===== config.mk =====
export PLATFORM = sky130hd
export DESIGN_NAME = rom_msg_sequencer_flat
export DESIGN_NICKNAME = d
export VERILOG_FILES = /design/src/rtl/rom_msg_sequencer_if.sv /design/src/rtl/rom_msg_sequencer.sv /design/src/flat_wrapper.sv
export SDC_FILE = /design/constraint.sdc
export NUM_CORES = 1
export LEC_CHECK = 0
export ABC_AREA = 0
export ABC_CLOCK_PERIOD_IN_PS = 1900
export CORE_MARGIN = 8
export CORE_UTILIZATION = 50
export CTS_BUF_LIST = sky130_fd_sc_hd__clkbuf_16
export DETAILED_ROUTE_END_ITERATION = 16
export GPL_ROUTABILITY_DRIVEN = 0
export PLACE_DENSITY_LB_ADDON = 0.08
export SLEW_MARGIN = 20
export SYNTH_ARGS = -nofsm -noshare
export SYNTH_HDL_FRONTEND = slang
export SYNTH_SLANG_ARGS = --single-unit

===== constraint.sdc =====
create_clock -name clk -period 1.9 [get_ports clk]
set_input_delay 0.285 -clock clk [delete_from_list [all_inputs] [get_ports clk]]
set_output_delay 0.285 -clock clk [all_outputs]
set_load 0.02 [all_outputs]

===== src/rtl/rom_msg_sequencer_if.sv =====
// Character-stream bundle between the message sequencer, its ROM and the character sink.
// Latency: none (wires only).
// Backpressure: char_valid/char_ready handshake; the master holds char_out until accepted.
// Ports (master = sequencer side):
//   in : start, loop_en, abort, rom_data, char_ready
//   out: rom_addr, char_out, char_valid, busy, done
interface rom_msg_sequencer_if #(
    parameter int ADDR_W = 4,
    parameter int DATA_W = 8
);
    logic              start;
    logic              loop_en;
    logic              abort;
    logic [ADDR_W-1:0] rom_addr;
    logic [DATA_W-1:0] rom_data;
    logic [DATA_W-1:0] char_out;
    logic              char_valid;
    logic              char_ready;
    logic              busy;
    logic              done;

    modport master (
        input  start, loop_en, abort, rom_data, char_ready,
        output rom_addr, char_out, char_valid, busy, done
    );

    modport slave (
        output start, loop_en, abort, rom_data, char_ready,
        input  rom_addr, char_out, char_valid, busy, done
    );
endinterface


===== src/rtl/rom_msg_sequencer.sv =====
// Walks ROM addresses 0..MSG_LEN-1 and streams each character, one-shot or looping, abortable.
// Latency: start sampled at edge N -> FETCH in cycle N+1, first char_valid in cycle N+2;
//          one char every 2+GAP_CYCLES cycles with the sink always ready.
// Backpressure: char_out/char_valid held in SEND until char_ready; valid is a pure state decode.
// Ports: clk, rst (async, active-high); bus = rom_msg_sequencer_if.master
//   (start/loop_en/abort control, rom_addr/rom_data ROM port, char_out/char_valid/char_ready
//    stream, busy/done status).
module rom_msg_sequencer #(
    parameter int ADDR_W     = 4,
    parameter int DATA_W     = 8,
    parameter int MSG_LEN    = 12,
    parameter int GAP_CYCLES = 0
) (
    input  logic                       clk,
    input  logic                       rst,
    rom_msg_sequencer_if.master        bus
);

    typedef enum logic [2:0] {
        IDLE  = 3'd0,
        FETCH = 3'd1,
        SEND  = 3'd2,
        GAP   = 3'd3,
        DONE  = 3'd4
    } state_t;

    localparam logic [ADDR_W-1:0] LAST_IDX = ADDR_W'(MSG_LEN - 1);
    // Counter is loaded with GAP_CYCLES-1 so that GAP lasts exactly GAP_CYCLES cycles.
    localparam logic [7:0]        GAP_LOAD = (GAP_CYCLES > 0) ? 8'(GAP_CYCLES - 1) : 8'd0;
    localparam state_t            AFTER_SEND = (GAP_CYCLES == 0) ? FETCH : GAP;

    state_t            state, state_n;
    logic [ADDR_W-1:0] idx, idx_n;
    logic [7:0]        cnt, cnt_n;
    logic [DATA_W-1:0] char_q, char_n;
    logic              loop_q, loop_n;

    always_ff @(posedge clk or posedge rst) begin
        if (rst) begin
            state  <= IDLE;
            idx    <= '0;
            cnt    <= '0;
            char_q <= '0;
            loop_q <= 1'b0;
        end else begin
            state  <= state_n;
            idx    <= idx_n;
            cnt    <= cnt_n;
            char_q <= char_n;
            loop_q <= loop_n;
        end
    end

    always_comb begin
        state_n = state;
        idx_n   = idx;
        cnt_n   = cnt;
        char_n  = char_q;
        loop_n  = loop_q;

        case (state)
            IDLE: begin
                // abort alongside start in IDLE suppresses the start.
                if (bus.start && !bus.abort) begin
                    state_n = FETCH;
                    idx_n   = '0;
                    loop_n  = bus.loop_en;
                end
            end
            FETCH: begin
                char_n  = bus.rom_data;
                state_n = SEND;
            end
            SEND: begin
                if (bus.char_ready) begin
                    if (idx == LAST_IDX && !loop_q) begin
                        state_n = DONE;
                    end else begin
                        idx_n   = (idx == LAST_IDX) ? '0 : idx + ADDR_W'(1);
                        state_n = AFTER_SEND;
                        cnt_n   = GAP_LOAD;
                    end
                end
            end
            GAP: begin
                if (cnt == 8'd0) begin
                    state_n = FETCH;
                end else begin
                    cnt_n = cnt - 8'd1;
                end
            end
            DONE: begin
                state_n = IDLE;
            end
            default: begin
                state_n = IDLE;
            end
        endcase

        // abort overrides everything except reset, but only once playback is running.
        if (bus.abort && state != IDLE) begin
            state_n = IDLE;
            idx_n   = '0;
        end
    end

    assign bus.rom_addr   = idx;
    assign bus.char_out   = char_q;
    assign bus.char_valid = (state == SEND);
    assign bus.busy       = (state != IDLE);
    assign bus.done       = (state == DONE);

endmodule


===== src/flat_wrapper.sv =====
// flat-port wrapper written by rule: the top's interface ports become plain ports
module rom_msg_sequencer_flat 
#(
    parameter int ADDR_W     = 4,
    parameter int DATA_W     = 8,
    parameter int MSG_LEN    = 12,
    parameter int GAP_CYCLES = 0
)
  (clk, rst, bus_start, bus_loop_en, bus_abort, bus_rom_data, bus_char_ready, bus_rom_addr, bus_char_out, bus_char_valid, bus_busy, bus_done);
  rom_msg_sequencer_if #(.ADDR_W(ADDR_W), .DATA_W(DATA_W)) bus_i ();
  input  logic clk;
  input  logic rst;
  input wire logic [$bits(bus_i.start)-1:0] bus_start;
  input wire logic [$bits(bus_i.loop_en)-1:0] bus_loop_en;
  input wire logic [$bits(bus_i.abort)-1:0] bus_abort;
  input wire logic [$bits(bus_i.rom_data)-1:0] bus_rom_data;
  input wire logic [$bits(bus_i.char_ready)-1:0] bus_char_ready;
  output wire logic [$bits(bus_i.rom_addr)-1:0] bus_rom_addr;
  output wire logic [$bits(bus_i.char_out)-1:0] bus_char_out;
  output wire logic [$bits(bus_i.char_valid)-1:0] bus_char_valid;
  output wire logic [$bits(bus_i.busy)-1:0] bus_busy;
  output wire logic [$bits(bus_i.done)-1:0] bus_done;
  assign bus_i.start = bus_start;
  assign bus_i.loop_en = bus_loop_en;
  assign bus_i.abort = bus_abort;
  assign bus_i.rom_data = bus_rom_data;
  assign bus_i.char_ready = bus_char_ready;
  assign bus_rom_addr = bus_i.rom_addr;
  assign bus_char_out = bus_i.char_out;
  assign bus_char_valid = bus_i.char_valid;
  assign bus_busy = bus_i.busy;
  assign bus_done = bus_i.done;
  rom_msg_sequencer #(.ADDR_W(ADDR_W), .DATA_W(DATA_W), .MSG_LEN(MSG_LEN), .GAP_CYCLES(GAP_CYCLES)) u_core (.clk(clk), .rst(rst), .bus(bus_i));
endmodule

=== After elaboration in Yosys (flattened, before gate mapping) ===
Cells that the tools add are included.

* Equal/unequal tests: 12
* Reduce and logical (&&, ||, !) cells: 14
* Mux-type cells: 16
* Add/subtract/negate cells: 2

{| class="wikitable"
|+ Operators with widths
! kind !! count
|-
| two-way mux 8 bit || 3
|-
| two-way mux 4 bit || 5
|-
| case mux 8 bit (2 select lines) || 1
|-
| two-way mux 3 bit || 5
|-
| case mux 3 bit (4 select lines) || 1
|-
| zero test 8 bit || 1
|-
| case mux 4 bit (2 select lines) || 1
|-
| AND reduction 4 bit || 2
|-
| subtractor 8 x 1 -> 8 bit, second input constant || 1
|-
| equality test 3 x 2 -> 1 bit, second input constant || 2
|-
| != test 2 bit, second input constant || 3
|-
| != test 3 x 1 -> 1 bit, second input constant || 2
|-
| nonzero test 3 bit || 2
|-
| adder 4 x 1 -> 4 bit, second input constant || 1
|-
| equality test 4 bit, second input constant || 1
|-
| equality test 3 x 1 -> 1 bit, second input constant || 1
|-
| equality test 3 bit, second input constant || 1
|-
| logical AND 1 bit || 3
|-
| zero test 3 bit || 1
|-
| != test 3 x 2 -> 1 bit, second input constant || 1
|-
| != test 3 bit, second input constant || 1
|-
| AND reduction 3 bit || 1
|-
| zero test 1 bit || 2
|-
| AND reduction 2 bit || 1
|-
| nonzero test 2 bit || 1
|}

* Register bits: 24
* Output and inout port bits: 15
* Word-level logic and storage cells: 49
* Input port bits: 14

=== Longest topological paths before layout ===
* Depth in word-level cells: 6
* Depth in mapped cells: 6
* Mapped depth without buffers: 6

=== Least setup slack after synthesis ===
OpenSTA, ideal clock, no wires.

* Kind: register -> register
* From: reg u_core.idx[0], in the netlist u_core.bus.rom_addr[0]
* To: reg u_core.cnt[1]
* Setup slack: 0.180 ns
* Data required time: 1.775 ns
* Stages on the path, launching flop included: 6
* Period minus slack after synthesis: 1.720 ns
* Arrival time: 1.595 ns
* Buffers on the path: 0
* Library setup time: 0.125 ns
* Cell sequence: dfrtp_1 ha_1 nand4bb_1 a21oi_1 a211oi_4 mux2_4

* Cells in the longest elaborated chain, start to end: 4

{| class="wikitable"
|+ Ends and longest elaborated chain
! element !! RTL line !! text
|-
| start: declaration || rom_msg_sequencer.sv:33 || <nowiki>logic [ADDR_W-1:0] idx, idx_n;</nowiki>
|-
| start signal: assignment || rom_msg_sequencer.sv:47 || <nowiki>idx <= idx_n;</nowiki>
|-
| equality test 4 bit || rom_msg_sequencer.sv:76 || <nowiki>if (idx == LAST_IDX && !loop_q) begin</nowiki>
|-
| logical AND 1 bit || rom_msg_sequencer.sv:76 ||
|-
| != test 2 bit (no source line) || n/a ||
|-
| AND reduction 4 bit (no source line) || n/a ||
|-
| end signal: assignment || rom_msg_sequencer.sv:48 || <nowiki>cnt <= cnt_n;</nowiki>
|-
| end: declaration || rom_msg_sequencer.sv:34 || <nowiki>logic [7:0] cnt, cnt_n;</nowiki>
|}

Every way passes these cells.
A chain may end at the register's enable or synchronous reset.

=== Worst setup path in the final report ===
* From: reg u_core.state[1]
* To: out bus_done

* Cells in the longest elaborated chain, start to end: 1

{| class="wikitable"
|+ Ends and longest elaborated chain
! element !! RTL line !! text
|-
| start: declaration || rom_msg_sequencer.sv:32 || <nowiki>state_t state, state_n;</nowiki>
|-
| start signal: assignment || rom_msg_sequencer.sv:46 || <nowiki>state <= state_n;</nowiki>
|-
| equality test 3 bit || rom_msg_sequencer.sv:111 || <nowiki>assign bus.done = (state == DONE);</nowiki>
|-
| end: declaration || flat_wrapper.sv:22 || <nowiki>output wire logic [$bits(bus_i.done)-1:0] bus_done;</nowiki>
|}

Every way passes these cells.

==> out/qor.csv <==
stage,metric,value,unit
logic_synthesis,netlist_instances,126,
logic_synthesis,syn_nets,143,
timing,fmax,0.551,GHz
clock_network,cts_tree,built,
finish,drive_gt1_share,19.5,%
clock_network,cts-htree-levels,1,
clock_network,cts_hold_buf,0,
place,portBuffers,28,
logic_synthesis,synthesis.area,0.00135,mm²
finish,instances_no_fill,195,
logic_synthesis,synth-main-ff-cell,dfrtp_1,
timing,hold_slack,0.370,ns
timing,post-route-period-util,95.5,%
place,dpl.hpwl,2310,µm
finish,nets,182,
finish,multi_input_area,699,µm²
place,placed_cells,191,
pwr,p_int,1.27,mW
grt,grt-ovfl-total,0,
finish,final_common_cell,clkdlybuf4s50_1,
route,routed-via-count,1129,
route,antenna_left,0,
clock_network,clk_latency,0.26,ns
finish,ff_latch_area,601,µm²
timing,finalMaxSlewViolations,0,
finish,diodes,0,
clock_network,cts_buffer_depth,2,
timing,tightest_slew,0.506,ns
logic_synthesis,syn_avg_cell_area,10.7,µm²
hold_path,holdCritPathClass,in2async,
finish,syn2layout_area_growth,33.2,%
clock_network,clkSinkCount,24,
route,route.detailed.drc,0,
route,wl,3220,µm
pwr,p_sw,0.642,mW
logic_synthesis,synth_warnings,0,
pwr,seq_power_share,39.3,%
pwr,swShare,33.7,%
setup_path,cp-start-kind,flop,
setup_path,crit_arrival,1.53,ns
route,drtPass1Iterations,4,
setup_path,r2r_end,u_core.cnt[1],
grt,top_usage_layer,met2,
pwr,p_per_area,1060,mW/mm²
setup_path,r2r_slack,0.14,ns
timing,hold_viol,0,
die,start_util,50.8,%
grt,grt_pass1_wl,5650,µm
grt,use_met3,3.44,%
setup_path,end_kind,primary output,
setup_path,required,1.62,ns
pwr,power.total,1.91,mW
die,design.core.area,0.00266,mm²
grt,grt_usage,15.7,%
clock_network,clk_pin_slew,0.06,ns
grt,grt_pass1_vias,1167,
place,place_area,0.00172,mm²
pwr,power_leakage,0.758,nW
timing,min_period,1.81,ns
outcome,status,finished clean,
setup_path,startpoint,u_core.state[1],
setup_path,endpoint,bus_done,
logic_synthesis,async_flop_share,100,%
grt,grt_max_degree,25,
clock_network,cts_root_buffer,clkbuf_16,
setup_path,critPathMaxFanout,4,
die,die-height,68.0,µm
die,ios,29,
logic_synthesis,synth-seq-cells,24,
setup_path,reg2reg_depth,6,
grt,grtUsageMet1,20.1,%
timing,setup_viol,0,
finish,fill_cells,215,
timing,relSlewSlack,66.2,%
die,fp.dieW,68.0,µm
logic_synthesis,ys_seq_area_share,44.4,%
pwr,comb_power_share,36.6,%
timing,tns,0,ns
logic_synthesis,yosysUniqueCellTypes,44,
logic_synthesis,synth-edff-count,0,
setup_path,critPathKind,reg2out,
pwr,clockPowerShare,24.0,%
route,drt_iter0_markers,69,
clock_network,numCtsBuffers,3,
route,wl_per_cell,16.5,µm
setup_path,r2r_start,u_core.cnt[0],
grt,antenna_found_initial,0,
pwr,peakVddDrop,0.874,mV
timing,rsz0062_at_grt,no,
job,maxCapViolCount,0,
timing,skew,0.00489,ns
grt,grt_util_met2,25.7,%
die,rows,19,
clock_network,postCtsSetupBuffers,0,
die,die_area,0.00462,mm²
finish,final_area,0.00180,mm²
finish,layout_common_cells,"clkdlybuf4s50_1 (26), dfrtp_1 (24), buf_4 (10)",
route,vias_per_cell,5.79,
[cell usage after synthesis, drive strengths merged, types with 2 or more instances]
master | instances | share of area, %
ha | 3 | 2.8
o31ai | 3 | 1.7
nor3 | 6 | 2.2
o211ai | 2 | 1.1
nand2 | 6 | 1.7
nor4 | 2 | 0.93
inv | 8 | 2.2
a31oi | 3 | 1.4
mux2 | 10 | 8.6
or3 | 2 | 0.93
nand2b | 4 | 1.9
dfrtp | 24 | 44
nand3 | 3 | 1.1
nor2 | 4 | 1.1
nor3b | 3 | 3.3
buf | 3 | 1.9
nand3b | 2 | 1.1
a211oi | 2 | 2.0
o21ai | 9 | 3.3
and2 | 2 | 1.1
a21oi | 6 | 2.2
nor2b | 2 | 0.93
[layer usage]
layer	share of wire, %	wire length, µm
met1	45	1440
met4	1.1	35
met3	4.1	131
met2	50	1610
met5	0	0
[kinds of logic after synthesis]
| family | count (synthesis) | synth area share (%) |
|---|---|---|
| and+or+nand+nor | 43 | 21.7 |
| AOI/OAI and AO/OA | 34 | 18.1 |
| buffers and inverters | 12 | 4.44 |
| adders and majority gates | 3 | 2.78 |
| DFF | 24 | 44.4 |
| muxes | 10 | 8.61 |
[state kept, by name, summed over array words and instances (netlist names)]
register,cells
u_core.cnt,8
u_core.state,3
u_core.loop_q,1
u_core.bus.char_out,8
u_core.bus.rom_addr,4
[worst min-delay path by stage]
stage	from	to	slack (ns)	depth (start not counted)
after floorplan	rst	u_core.bus.char_out[0]	0.30	1
after global placement	u_core.loop_q	u_core.state[2]	0.45	1
after detailed placement	u_core.loop_q	u_core.state[2]	0.46	1
after CTS	rst	u_core.bus.char_out[6]	0.39	3
after global routing	rst	u_core.bus.char_out[6]	0.42	3
final	rst	u_core.cnt[3]	0.37	3
[area by class of cell]
class                           count  share of cell area [%]
Clock buffer                        3                    4.17
Clock inverter                      1                   0.208
Inverter                            8                    1.67
Multi-Input combinational cell     90                    38.8
Sequential cell                    24                    33.4
Tap cell                           31                    2.15
Timing Repair Buffer               38                    19.6
[power by group through the flow]
stage / clock network [mW] / logic, mW / registers (mW)
6_report: 0.458 / 0.698 / 0.750
5_1_grt: 0.487 / 0.767 / 0.770
4_1_cts: 0.464 / 0.685 / 0.741
3_5_place_dp: 0 / 0.679 / 0.749
3_3_place_gp: 0 / 0.664 / 0.742
2_1_floorplan: 0 / 0.369 / 0.789
[critical path, cell delays in order (launching register included)]
cell,delay (ns)
dfrtp_1,0.41
nor2_1,0.13
and2_1,0.13
clkdlybuf4s50_1,0.60
[timing repair]
item                                   in CTS  in global routing
endpoints found under the hold margin       0                  0
resized for setup                           2                  1
setup endpoints to repair                   2                  1
[stage by stage]
stage | setup WS [ns] | util (%)
finish | 0.0854 | 67.6
global route | 0.00395 | 67.6
CTS | 0.0605 | 67.3
detailed placement | -0.0139 | 64.4
global placement | 0.0321 | 64.4
floorplan | 0.180 | -
No activity file was read; power rests on OpenSTA's default activity.
